## src/rtl/mult_ctrl.sv

```systemverilog
// Sequential 32x32 shift-add multiplier for HI/LO with cancel and mthi/mtlo access.
// Optional signed (MULT) support is enabled by defining MULT_SIGNED_EN.
module mult_ctrl (
  input  logic        clk,
  input  logic        rstn,
  input  logic        start,
  input  logic        is_signed,
  input  logic [31:0] a,
  input  logic [31:0] b,
  input  logic        cancel,
  input  logic        mthi,
  input  logic        mtlo,
  input  logic [31:0] wdata,
  output logic        busy,
  output logic        done,
  output logic [31:0] hi,
  output logic [31:0] lo
);

  typedef enum logic [1:0] {
    S_IDLE = 2'd0,
    S_RUN  = 2'd1,
    S_DONE = 2'd2
  } state_t;

  state_t      r_state;
  state_t      w_state_next;

  logic [63:0] r_acc;
  logic [63:0] r_mcand;
  logic [31:0] r_mplr;
  logic [4:0]  r_cnt;
  logic        r_neg;
  logic [31:0] r_hi;
  logic [31:0] r_lo;

  logic        w_accept;
  logic        w_run;
  logic        w_last;
  logic [63:0] w_sum;
  logic [63:0] w_prod;
  logic [31:0] w_mag_a;
  logic [31:0] w_mag_b;
  logic        w_neg;

`ifdef MULT_SIGNED_EN
  // Magnitudes as unsigned 32-bit values; -2^31 maps cleanly to 0x80000000.
  assign w_mag_a = (is_signed && a[31]) ? (~a + 32'd1) : a;
  assign w_mag_b = (is_signed && b[31]) ? (~b + 32'd1) : b;
  assign w_neg   = is_signed & (a[31] ^ b[31]);
`else
  logic w_unused_is_signed;
  assign w_unused_is_signed = is_signed;
  assign w_mag_a = a;
  assign w_mag_b = b;
  assign w_neg   = 1'b0;
`endif

  assign w_run    = (r_state == S_RUN);
  assign w_accept = start && !w_run;
  assign w_last   = w_run && !cancel && (r_cnt == 5'd31);
  assign w_sum    = r_acc + (r_mplr[0] ? r_mcand : 64'd0);
  assign w_prod   = r_neg ? (~w_sum + 64'd1) : w_sum;

  always_ff @(posedge clk or negedge rstn) begin
    if (!rstn) begin
      r_state <= S_IDLE;
    end else begin
      r_state <= w_state_next;
    end
  end

  always_comb begin
    w_state_next = r_state;
    case (r_state)
      S_IDLE: begin
        if (start) w_state_next = S_RUN;
      end
      S_RUN: begin
        // Cancel wins over the completion edge.
        if (cancel)                  w_state_next = S_IDLE;
        else if (r_cnt == 5'd31)     w_state_next = S_DONE;
      end
      S_DONE: begin
        w_state_next = start ? S_RUN : S_IDLE;
      end
      default: w_state_next = S_IDLE;
    endcase
  end

  always_ff @(posedge clk or negedge rstn) begin
    if (!rstn) begin
      r_acc   <= 64'd0;
      r_mcand <= 64'd0;
      r_mplr  <= 32'd0;
      r_cnt   <= 5'd0;
      r_neg   <= 1'b0;
    end else if (w_accept) begin
      r_acc   <= 64'd0;
      r_mcand <= {32'd0, w_mag_a};
      r_mplr  <= w_mag_b;
      r_cnt   <= 5'd0;
      r_neg   <= w_neg;
    end else if (w_run) begin
      r_acc   <= w_sum;
      r_mcand <= {r_mcand[62:0], 1'b0};
      r_mplr  <= {1'b0, r_mplr[31:1]};
      r_cnt   <= r_cnt + 5'd1;
    end
  end

  // The completion write includes the final partial product from this edge.
  always_ff @(posedge clk or negedge rstn) begin
    if (!rstn) begin
      r_hi <= 32'd0;
      r_lo <= 32'd0;
    end else if (w_last) begin
      r_hi <= w_prod[63:32];
      r_lo <= w_prod[31:0];
    end else if (!w_run) begin
      if (mthi) r_hi <= wdata;
      if (mtlo) r_lo <= wdata;
    end
  end

  assign busy = (r_state == S_RUN);
  assign done = (r_state == S_DONE);
  assign hi   = r_hi;
  assign lo   = r_lo;

endmodule

```

## config.mk

```make
export PLATFORM = sky130hd
export DESIGN_NAME = mult_ctrl
export DESIGN_NICKNAME = d
export VERILOG_FILES = /design/src/rtl/mult_ctrl.sv
export SDC_FILE = /design/constraint.sdc
export NUM_CORES = 1
export LEC_CHECK = 0
export BUFFER_PORTS_ARGS = -buffer_cell sky130_fd_sc_hd__buf_2
export CORE_MARGIN = 2
export CORE_UTILIZATION = 60
export DETAILED_ROUTE_END_ITERATION = 10
export GPL_ROUTABILITY_DRIVEN = 0
export GPL_TIMING_DRIVEN = 0
export PLACE_DENSITY = 0.78
export SLEW_MARGIN = 20
export SYNTH_ARGS = -nofsm -noshare
export SYNTH_HDL_FRONTEND = slang
export SYNTH_SLANG_ARGS = --single-unit
```

## constraint.sdc

```tcl
create_clock -name clk -period 3.55 [get_ports clk]
set_input_delay 0.71 -clock clk [delete_from_list [all_inputs] [get_ports clk]]
set_output_delay 0.71 -clock clk [all_outputs]
set_load 0.01 [all_outputs]
```

# After elaboration in Yosys (flattened, before gate mapping)
# Index checks and enable logic that the tools add are counted.
[totals]
word_cells = 47
ff_bits = 231
input_bits = 103
[classes]
n_eq_ne = 6
reduce_logical = 12
mux = 20
addsub = 2
[ops]
columns = ["op", "n"]
rows = [
  ["64-bit two-way mux", 5],
  ["32-bit two-way mux", 8],
  ["64-bit adder", 1],
  ["5-bit two-way mux", 2],
  ["2-bit two-way mux", 3],
  ["2-bit one-hot mux with 3 select lines", 1],
  ["2-bit AND reduction", 3],
  ["2-bit nonzero test", 3],
  ["5-bit by 1-bit adder with 5-bit output (second input constant)", 1],
  ["5-bit == test (second input constant)", 1],
  ["1-bit logical AND", 3],
  ["3-bit by 2-bit inequality test with 1-bit output (second input constant)", 1],
  ["2-bit by 1-bit == test with 1-bit output (second input constant)", 1],
  ["2-bit == test (second input constant)", 1],
  ["1-bit zero test", 2],
  ["2-bit zero test", 1],
  ["2-bit by 1-bit inequality test with 1-bit output (second input constant)", 1],
  ["2-bit inequality test (second input constant)", 1],
  ["1-bit two-way mux", 1],
]

# Logic depth before layout (Yosys ltp)
[logic_depth]
word_depth = 5
ltp_mapped = 15
mapped_depth_nobuf = 13

# Least setup slack after synthesis
# OpenSTA, ideal clock, no wires.
[synth_path]
kind = "reg2reg"
from = "reg r_mplr[0]"
to = "reg r_acc[59]"
t_arrival_ps = 3139
setup_slack_ps = 342
path_stages_with_launch = 15
n_path_buf = 3
setup_ps = 69
synth_period_minus_slack_ps = 3208
path_cell_list = "dfrtp_1 -> clkbuf_1 -> clkbuf_1 -> and2_1 -> ha_1 -> buf_4 -> o21a_1 -> a2bb2oi_2 -> a21oi_2 -> or4_4 -> o21a_4 -> o211ai_4 -> a21oi_2 -> or4_1 -> nand3_1"
[synth_via]
elab_chain_len = 4
[synth_lines]
columns = ["item", "line", "rtl"]
rows = [
  ["start, declared", "31", "logic [31:0] r_mplr;"],
  ["start signal, assigned", "101", "r_mplr <= w_mag_b;"],
  ["start signal, assigned", "107", "r_mplr <= {1'b0, r_mplr[31:1]};"],
  ["64-bit two-way mux", "62", "assign w_sum = r_acc + (r_mplr[0] ? r_mcand : 64'd0);"],
  ["64-bit adder", "62", ""],
  ["64-bit two-way mux", "104", "end else if (w_run) begin"],
  ["64-bit two-way mux", "98", "end else if (w_accept) begin"],
  ["end signal, assigned", "105", "r_acc <= w_sum;"],
  ["end, declared", "29", "logic [63:0] r_acc;"],
]
# No other way between the ends. The select of a mux whose other input is x is not followed.
# A chain may end at the register's enable or synchronous reset.

# Worst setup path in the final report
[layout_path]
from = "reg r_mplr[0]"
to = "reg r_acc[62]"
# The elaborated chain is that of the path after synthesis.

==> results.cfg <==
[run_status]
status = finished with violations
violations = setup timing

[grt]
grt_max_degree = 92
grt_overflow = 0
antenna_found_initial = 0
grt_pass1_wl_um = 72800
grt.total_usage = 0.377
grt_pass1_vias = 13235

[sta]
fin_crit_sh = 1.00
hold_violations = 0
slew_headroom = 0.346
fin_skew_ns = 0.0132
worst_pin_slew_ns = 0.981
finalWorstSetupSlack_ns = -0.0112
finalSetupViolations = 1
rsz0062_at_grt = true
slew_violations = 0
period_needed_ns = 3.56
fmax_mhz = 281

[logic_synthesis]
yosysTopAreaCell = dfrtp_1
synth_edf_count = 0
synth_top_area_frac = 0.405
ys_async_sr_fraction = 1.00
yosysSeqAreaShare = 0.405
synth_ff_type = dfrtp_1
syn_nets = 1814
netlist_top_cells_area = dfrtp_1, o21ai_0, nand2_1, ha_1, mux2i_1
avgSynthCellArea_um2 = 8.67
synth_seq_cells = 231
netlist-cell-type-count = 73
yosysWarnings = 0
syn_inst = 1645
syn_area_um2 = 14300

[clock_tree]
cts.sinks = 231
cts_buffers = 25
cts_tree = done
clk_latency_ns = 0.54
clockBufferDepth = 3
cts-root-buf = clkbuf_16
htree_levels = 1
path_clk_slew_ns = 0.06

[setup_path]
cp-end-kind = flip-flop
endpoint = r_acc[62]
cp_data_arrival_time_ns = 3.94
cp.required_ns = 3.93
regToRegEndpoint = r_acc[62]
cp_max_fo = 10
crit_start = r_mplr[0]
crit_type = flip-flop to flip-flop
r2r_cells = 13
reg2reg_from = r_mplr[0]
startpoint_type = flip-flop
r2r_slack_ns = -0.01

[min_path]
min_path_type = primary input to asynchronous set/reset pin

[floorplanning]
coreArea_um2 = 23400
rows = 56
dieArea_um2 = 25000
initial_utilization = 0.609
ioPinCount = 169
die_height_um = 158
fp.dieW_um = 158

[final_layout]
nNetsFinal = 2012
drive_above_1_share = 0.185
final_cell_area_um2 = 17100
fillers = 1836
area_growth_pct = 19.9
diodes = 0

[pwr]
p_leak_nw = 7.79
power_density_nw_per_um2 = 562
totalPowerFinal_w = 0.00961
irDropWorstVdd_mv = 0.427

[drt]
viasPerCell = 6.42
vias = 14003
ant_nets = 0
drcViolationCount = 0
dr.pass1.iters = 6
finalWirelength_um = 47400
wl_per_cell_um = 21.8
drt_iter0_markers = 1305

[place]
dpl_cell_area_um2 = 15600
port_buffers = 165
hpwl_um = 35100
dpl_worst_slack_ns = -1.12

[job]
cap_violations = 0
metrics by stage:
stage	setup TNS [ns]	hold slack (ns)	cells	util
floorplan	0	0.414	1645	-
global placement	-577.68	0.458	2129	0.662
detailed placement	-57.01	0.472	2131	0.665
CTS	-0.143	0.151	2180	0.714
global route	-1.24	0.169	2180	0.731
finish	-0.0112	0.109	2180	0.731
cell type report:
cell class,count,area (µm²),share of cell area
timing repair buffer,188,1060,0.0623
multi-input combinational,1266,8440,0.494
sequential,231,5780,0.338
buffer,105,442,0.0258
clock buffer,34,729,0.0427
tap,319,399,0.0233
clock inverter,11,140,0.00820
inverter,26,101,0.00593
critical path, stage by stage (launching register included):
cell	delay [ns]
dfrtp_2	0.49
clkbuf_1	0.22
and2_1	0.19
ha_2	0.43
nand4_1	0.26
nor3_1	0.26
nand4_1	0.20
a211oi_2	0.30
nor3_4	0.07
buf_4	0.18
o41ai_4	0.24
a31oi_1	0.14
xor2_1	0.29
o21ai_0	0.13
power breakdown:
group	leakage, nW	total (W)	internal (W)	switching [W]
clock	0.432	0.00278	0.00166	0.00112
combinational	4.38	0.00326	0.00115	0.00211
sequential	2.98	0.00357	0.00317	0.000400
total	7.79	0.00961	0.00598	0.00363
state kept, by name (all words and copies together) (netlist names):
signal   count
hi          32
r_mplr      32
r_mcand     64
r_state      2
lo          32
r_acc       64
r_cnt        5
Yosys cell counts (4+ instances only):
| library cell | number |
|---|---|
| dfrtp_1 | 231 |
| nand2_1 | 227 |
| o21ai_0 | 201 |
| a21oi_1 | 131 |
| clkbuf_1 | 95 |
| mux2i_1 | 77 |
| and2_1 | 68 |
| nand3_1 | 68 |
| ha_1 | 65 |
| and3_1 | 63 |
| a211oi_1 | 59 |
| nor2_1 | 42 |
| xnor2_1 | 31 |
| nand4_1 | 27 |
| xor2_1 | 27 |
| inv_1 | 24 |
| a21o_1 | 19 |
| buf_1 | 19 |
| nor3_1 | 16 |
| o21ai_1 | 16 |
| o21a_1 | 13 |
| a31oi_1 | 12 |
| o21bai_1 | 12 |
| o31ai_1 | 9 |
| o211ai_1 | 7 |
| nand2b_1 | 6 |
| a21boi_0 | 4 |
| mux2_2 | 4 |
timing repair:
| item | in CTS | in global routing |
|---|---|---|
| hold buffers | 0 | 0 |
| gates resized for setup | 45 | 83 |
| endpoints found under the setup margin | 134 | 67 |
| setup buffers | 8 | 13 |
| pin swaps | 6 | 26 |
metal layers:
metal  vias up  part of all wire  global-route usage
met1      6651              0.39               0.511
li1       6304                 -                   -
met5         -                 0                   0
met2       867              0.44               0.567
met3       181              0.10              0.0682
met4         0             0.069               0.221
cell families (layout without fill, tap and decap cells):
family | after synthesis | after routing | share of synthesized area
and+or+nand+nor | 540 | 540 | 0.184
DFF | 231 | 231 | 0.405
buffers and inverters | 148 | 364 | 0.0402
muxes | 81 | 81 | 0.0572
xor gates and xnor gates | 58 | 58 | 0.0356
adders and majority gates | 66 | 66 | 0.0584
AOI/OAI and AO/OA | 521 | 521 | 0.219
placed cells by master (no fill, tap or decap), drive strengths merged, types with 3 or more instances in the layout:
master and instances:
nor2 42, clkinv 5, dfrtp 231, ha 65, nand4 27, inv 27
bufinv 3, clkbuf 112, a21o 19, o221ai 3, nor4 3, and4 3
or2 3, nor3 17, a311oi 3, o21a 14, o21bai 12, o31ai 9
nor2b 3, and3 63, mux2 4, xor2 27, buf 215, and2 68
a21boi 5, o21ai 217, a211oi 59, a21oi 134, o211ai 8, nand3 68
nand2 227, mux2i 77, a31oi 13, xnor2 31, nand2b 6, or4 4
worst min path at each step:
stage	start	to	slack (ns)	cells after the start
2_1_floorplan	rstn	hi[0]	0.41	0
3_3_place_gp	r_mplr[23]	r_mplr[22]	0.46	2
3_5_place_dp	r_mplr[22]	r_mplr[21]	0.47	2
4_1_cts	rstn	lo[23]	0.15	1
5_1_grt	rstn	lo[23]	0.17	1
6_report	rstn	lo[23]	0.11	1
Power figures use the tool's default switching activity.
